$ cat config.mk
export PLATFORM = sky130hd
export DESIGN_NAME = mmio_uart_tx
export DESIGN_NICKNAME = d
export VERILOG_FILES = /design/src/rtl/mmio_uart_tx.sv
export SDC_FILE = /design/constraint.sdc
export NUM_CORES = 1
export LEC_CHECK = 0
export BUFFER_PORTS_ARGS = -buffer_cell sky130_fd_sc_hd__buf_4
export CAP_MARGIN = 40
export CORE_MARGIN = 2
export CORE_UTILIZATION = 59
export CTS_BUF_LIST = sky130_fd_sc_hd__clkbuf_16
export DETAILED_ROUTE_END_ITERATION = 10
export HOLD_SLACK_MARGIN = 0.03
export PLACE_DENSITY_LB_ADDON = 0.1
export SLEW_MARGIN = 10
export SYNTH_ARGS = -nofsm -noshare
export SYNTH_HDL_FRONTEND = slang
export SYNTH_SLANG_ARGS = --single-unit
$ cat constraint.sdc
create_clock -name clk -period 2.6 [get_ports clk]
set_input_delay 0.78 -clock clk [delete_from_list [all_inputs] [get_ports clk]]
set_output_delay 0.78 -clock clk [all_outputs]
set_load 0.1 [all_outputs]
$ cat src/rtl/mmio_uart_tx.sv
// mmio_uart_tx: memory-mapped 8N1 UART transmitter.
// The core pushes bytes through TXDATA into a small FIFO. An FSM drains the
// FIFO and serialises each byte at a baud divisor latched per frame, so a
// BAUDDIV write never disturbs the frame already on the wire.
module mmio_uart_tx #(
  parameter int          FIFO_DEPTH  = 8,
  parameter logic [15:0] DEFAULT_DIV = 16'd104
) (
  input  logic        clk,
  input  logic        reset_n,
  input  logic        sel,
  input  logic        mem_write,
  input  logic [3:0]  mem_addr,
  input  logic [31:0] mem_wdata,
  output logic [31:0] mem_rdata,
  output logic        tx,
  output logic        irq_empty
);

  localparam int AW = $clog2(FIFO_DEPTH);

  localparam logic [1:0] REG_TXDATA  = 2'd0;
  localparam logic [1:0] REG_STATUS  = 2'd1;
  localparam logic [1:0] REG_BAUDDIV = 2'd2;

  typedef enum logic [1:0] {
    S_IDLE  = 2'd0,
    S_START = 2'd1,
    S_DATA  = 2'd2,
    S_STOP  = 2'd3
  } state_e;

  // ---------------------------------------------------------------------
  // Bus decode
  // ---------------------------------------------------------------------
  logic wr_en, wr_txdata, wr_status, wr_bauddiv;

  assign wr_en      = sel & mem_write;
  assign wr_txdata  = wr_en & (mem_addr[3:2] == REG_TXDATA);
  assign wr_status  = wr_en & (mem_addr[3:2] == REG_STATUS);
  assign wr_bauddiv = wr_en & (mem_addr[3:2] == REG_BAUDDIV);

  // Byte-lane bits and the upper data bits are not decoded by this block.
  logic unused_bits;
  assign unused_bits = ^{mem_addr[1:0], mem_wdata[31:16]};

  // ---------------------------------------------------------------------
  // FIFO: pointers carry one extra wrap bit to tell full from empty
  // ---------------------------------------------------------------------
  logic [7:0]  fifo_mem [FIFO_DEPTH];
  logic [AW:0] wptr_q, wptr_d;
  logic [AW:0] rptr_q, rptr_d;
  logic        empty, full, push, pop;
  logic [7:0]  pop_data;

  assign empty    = (wptr_q == rptr_q);
  assign full     = (wptr_q[AW] != rptr_q[AW]) &&
                    (wptr_q[AW-1:0] == rptr_q[AW-1:0]);
  // Full is the pre-edge value: a push while full is dropped even if the
  // serialiser pops in the same cycle.
  assign push     = wr_txdata & ~full;
  assign pop_data = fifo_mem[rptr_q[AW-1:0]];

  // ---------------------------------------------------------------------
  // Control registers
  // ---------------------------------------------------------------------
  logic        ovf_q, ovf_d;
  logic [15:0] div_q, div_d;

  // ---------------------------------------------------------------------
  // Serialiser state
  // ---------------------------------------------------------------------
  state_e      state_q;
  logic [7:0]  shift_q;
  logic [15:0] bitdiv_q;
  logic [15:0] cnt_q;
  logic [2:0]  bitcnt_q;
  logic        tx_q;
  logic        bit_end;
  logic        busy;

  assign bit_end = (cnt_q == 16'd0);
  assign busy    = (state_q != S_IDLE);

  // A new byte is taken either from idle or at the very end of a stop bit,
  // the latter giving gap-free back-to-back frames.
  assign pop = ~empty & ((state_q == S_IDLE) ||
                         ((state_q == S_STOP) && bit_end));

  // Next-state for FIFO pointers, overflow flag and baud divisor
  always_comb begin
    wptr_d = wptr_q + {{AW{1'b0}}, push};
    rptr_d = rptr_q + {{AW{1'b0}}, pop};

    ovf_d = ovf_q;
    if (wr_txdata && full)
      ovf_d = 1'b1;
    else if (wr_status && mem_wdata[3])
      ovf_d = 1'b0;

    div_d = div_q;
    if (wr_bauddiv)
      div_d = (mem_wdata[15:0] == 16'd0) ? 16'd1 : mem_wdata[15:0];
  end

  // Register the FIFO pointers and control registers
  always_ff @(posedge clk or negedge reset_n) begin
    if (!reset_n) begin
      wptr_q <= '0;
      rptr_q <= '0;
      ovf_q  <= 1'b0;
      div_q  <= DEFAULT_DIV;
    end else begin
      wptr_q <= wptr_d;
      rptr_q <= rptr_d;
      ovf_q  <= ovf_d;
      div_q  <= div_d;
    end
  end

  // FIFO storage; contents are meaningless while the pointers say empty
  always_ff @(posedge clk) begin
    if (push)
      fifo_mem[wptr_q[AW-1:0]] <= mem_wdata[7:0];
  end

  // 8N1 serialiser: every bit lasts bitdiv cycles, counted bitdiv-1 down to 0
  always_ff @(posedge clk or negedge reset_n) begin
    if (!reset_n) begin
      state_q  <= S_IDLE;
      shift_q  <= 8'd0;
      bitdiv_q <= DEFAULT_DIV;
      cnt_q    <= 16'd0;
      bitcnt_q <= 3'd0;
      tx_q     <= 1'b1;
    end else begin
      case (state_q)
        S_IDLE: begin
          tx_q <= 1'b1;
          if (pop) begin
            shift_q  <= pop_data;
            bitdiv_q <= div_q;
            cnt_q    <= div_q - 16'd1;
            bitcnt_q <= 3'd0;
            tx_q     <= 1'b0;
            state_q  <= S_START;
          end
        end

        S_START: begin
          if (bit_end) begin
            cnt_q   <= bitdiv_q - 16'd1;
            tx_q    <= shift_q[0];
            state_q <= S_DATA;
          end else begin
            cnt_q <= cnt_q - 16'd1;
          end
        end

        S_DATA: begin
          if (bit_end) begin
            cnt_q <= bitdiv_q - 16'd1;
            if (bitcnt_q == 3'd7) begin
              tx_q    <= 1'b1;
              state_q <= S_STOP;
            end else begin
              shift_q  <= {1'b0, shift_q[7:1]};
              tx_q     <= shift_q[1];
              bitcnt_q <= bitcnt_q + 3'd1;
            end
          end else begin
            cnt_q <= cnt_q - 16'd1;
          end
        end

        S_STOP: begin
          if (bit_end) begin
            if (pop) begin
              // Next byte already queued: straight into its start bit.
              shift_q  <= pop_data;
              bitdiv_q <= div_q;
              cnt_q    <= div_q - 16'd1;
              bitcnt_q <= 3'd0;
              tx_q     <= 1'b0;
              state_q  <= S_START;
            end else begin
              tx_q    <= 1'b1;
              state_q <= S_IDLE;
            end
          end else begin
            cnt_q <= cnt_q - 16'd1;
          end
        end

        default: begin
          tx_q    <= 1'b1;
          state_q <= S_IDLE;
        end
      endcase
    end
  end

  assign tx        = tx_q;
  assign irq_empty = empty & ~busy;

  // Combinational read mux; STATUS = {overflow, busy, empty, full}
  always_comb begin
    mem_rdata = 32'd0;
    case (mem_addr[3:2])
      REG_STATUS:  mem_rdata = {28'd0, ovf_q, busy, empty, full};
      REG_BAUDDIV: mem_rdata = {16'd0, div_q};
      default:     mem_rdata = 32'd0;
    endcase
  end

endmodule

==> run_results.csv <==
group,metric,value,unit
clocking,cts_buffers,17,
yosys,synth_common_cells,"dfrtp_1 (64), edfxtp_1 (64), nor2_1 (56)",
critical_path,arrival,1.79,ns
yosys,synth-edff-count,64,
yosys,synth_warnings,0,
sta,rsz0062_at_grt,"true",
yosys,yosysSeqAreaShare,53.6,%
final_layout,post-route-util,72.6,%
detailed_routing,first_pass_iters,5,
power_and_ir_drop,pwr-share-seq,33.2,%
status,status,"finished clean",
critical_path,worstSetupStartpointType,"flop",
critical_path,crit_family,"simple AND/OR/NAND/NOR gates",
clocking,clkSinkCount,135,
clocking,htree_levels,4,
sta,hold_ws,0.352,ns
floorplan,die_h,112,um
sta,hold_viol,0,
sta,max_slew_margin,58.8,%
critical_path,end_kind,"primary output",
place,dp_slack,-0.0443,ns
sta,finClkSkew,0.00649,ns
yosys,yosys-top-cells-area,"edfxtp_1 (28%), dfrtp_1 (23%), mux4_2 (5.2%)",
clocking,cts-root-buf,"clkbuf_16",
clocking,clockBufferDepth,2,
detailed_routing,drtIter0Drc,491,
sta,fin_crit,2.57,ns
floorplan,die_area,0.0126,mm2
critical_path,crit_type,"flop to primary output",
sta,max_freq,0.388,GHz
power_and_ir_drop,cellLeakagePower,3.35,nW
sta,fin_setup_tns,0,ns
floorplan,initial_core_util,60.6,%
clocking,cts_tree,"built",
power_and_ir_drop,p_sw,0.00383,W
sta,setup_violations,0,
final_layout,num_antenna_cells,0,
final_layout,drive_gt1_share,29.1,%
global_routing,grt_util_all_layers,26.4,%
power_and_ir_drop,power_density,1180,mW/mm2
power_and_ir_drop,pwr-share-clk,22.9,%
place,routabilityCongestion,0.840,
detailed_routing,post_drt_wl_per_cell,19.3,um
critical_path,crit_buf_inv,1,
sta,slew_violations,0,
power_and_ir_drop,internal-power,0.00593,W
global_routing,antenna_found_initial,0,
flow_run,cap_violations,0,
floorplan,std_cell_rows,39,
final_layout,area_growth,19.7,%
critical_path,cp_cell_sequence,"xnor2_2, nand3_1, nor2_2, a22oi_1, nor2b_4, buf_12",
power_and_ir_drop,comb_power_share,43.9,%
global_routing,grt_overflow,0,
final_layout,fin_nets,714,
critical_path,path_max_fanout,3,
power_and_ir_drop,total_power,0.00976,W
yosys,syn_area_per_cell,11.7,um2
yosys,yosys.area.top_type,"edfxtp_1",
detailed_routing,viasPerCell,6.03,
global_routing,grt_pass1_vias,4858,
yosys,synth_ff_type,"edfxtp_1",
detailed_routing,wl,15700,um
global_routing,grt_pass1_wl,25400,um
detailed_routing,detail-route-antenna-nets,0,
power_and_ir_drop,switching_share,39.3,%
clocking,holdBufCountCts,0,
sta,worst_pin_slew,0.612,ns
yosys,synth.distinct_cells,54,
worst_hold_path,hp-class,"primary input to async pin",
clocking,cts.clk_slew.worst_paths,0.06,ns
sta,fin_crit_sh,99.0,%
global_routing,grt_max_degree,41,
place,port_buffers,39,
yosys,synth_cells,592,
detailed_routing,vias,4904,
floorplan,io_pins,74,
critical_path,slowest_delay,0.42,ns
clocking,clock_latency,0.42,ns
floorplan,fp.coreArea,0.0114,mm2
yosys,ys_ff_latch,135,
critical_path,path_depth,6,
yosys,yosysTopAreaCellShare,27.8,%
floorplan,fp.dieW,112,um
sta,setup_ws,0.0253,ns
critical_path,slowest_stage,"dfrtp_1",
critical_path,required,1.82,ns
detailed_routing,drc,0,
critical_path,reg2regPathDepth,6,
place,post-dp-hpwl,10700,um
yosys,async_flop_share,52.6,%
power_and_ir_drop,peakVddDrop,1350,uV
yosys,syn-cell-area,0.00692,mm2
==> state kept, by name, summed over array words and instances (netlist names) <==
| signal | flops |
|---|---|
| bitdiv_q | 16 |
| cnt_q | 16 |
| ovf_q | 1 |
| wptr_q | 4 |
| state_q | 2 |
| tx | 1 |
| bitcnt_q | 3 |
| shift_q | 8 |
| div_q | 16 |
| fifo_mem | 64 |
| rptr_q | 4 |
==> path summary, 6_finish.rpt <==
| check | from | end | slack (ns) |
|---|---|---|---|
| setup / recovery | rptr_q[1]$_DFF_PN0_ | mem_rdata[0] | 0.03 |
| hold / removal | reset_n | bitcnt_q[0]$_DFFE_PN0P_ | 0.35 |
| setup reg to reg | cnt_q[9]$_DFF_PN0_ | cnt_q[12]$_DFF_PN0_ | 0.07 |
| hold reg to reg | tx$_DFFE_PN1P_ | tx$_DFFE_PN1P_ | 0.48 |
| max in group asynchronous | reset_n | tx$_DFFE_PN1P_ | 1.63 |
| min in group clk | tx$_DFFE_PN1P_ | tx$_DFFE_PN1P_ | 0.48 |
==> kinds of logic (layout without fill, tap and decap cells) <==
kind of cell	after synthesis	in the layout	synth area share (%)
other	1	16	0.0542
AO/OA/AOI/OAI	96	96	8.37
multiplexers	57	57	11.7
buffers and inverters	59	122	4.27
XOR/XNOR	42	42	5.31
adder cells (fa/ha/maj)	17	17	3.07
flip-flops	135	135	53.6
AND/OR/NAND/NOR	185	185	13.7
==> power by group through the flow <==
stage	logic (W)	clock network, W	registers (W)
2_1_floorplan	0.00308	0	0.00314
4_1_cts	0.00413	0.00227	0.00320
5_1_grt	0.00467	0.00238	0.00330
3_5_place_dp	0.00402	0	0.00324
6_report	0.00429	0.00224	0.00324
3_3_place_gp	0.00390	0	0.00323
==> layout make-up <==
class | count | area (um2)
clock buffers | 18 | 450
clock inverters | 14 | 113
fillers | 805 | 3130
inverters | 14 | 52.6
multi-input cells | 413 | 3100
flip-flops and latches | 135 | 3710
well taps | 143 | 179
repair buffers | 76 | 689
==> timing repair <==
item / in CTS / in global routing
hold endpoints to repair: 0 / 0
pin swaps: 0 / 3
buffers inserted: 1 / 3
gates cloned: 0 / 0
setup endpoints to repair: 16 / 29
gates resized for setup: 23 / 19
==> worst reg2reg max path, stage by stage, from the launching register on <==
cell and delay (ns):
dfrtp_1 0.44, or4_4 0.56, or4_4 0.57, or4_1 0.49, a21boi_1 0.17, a31oi_1 0.06, o22ai_1 0.16
==> per-layer routing <==
layer	wire, um	part of all wire, %	vias up	track usage [%]
met1	6960	44	2420	37.7
li1	-	-	2274	-
met4	176	1.1	0	6.50
met3	1210	7.7	14	7.45
met5	0	0	-	0
met2	7370	47	196	40.6
==> through the flow <==
stage,cells,area (um2)
final,813,8290
after global routing,813,8290
after CTS,810,8190
after detailed placement,777,7530
after global placement,775,7510
after floorplan,607,7030
==> cell usage in the layout (no fill, tap or decap), types with 18 or more instances in the layout <==
cell	instances
nor2_1	55
buf_4	57
xor2_1	23
o21ai_0	21
dfrtp_1	63
a21oi_1	34
clkbuf_16	18
nand2_1	35
mux2_2	30
edfxtp_1	64
Note: power is estimated with default switching activity, not from simulation.
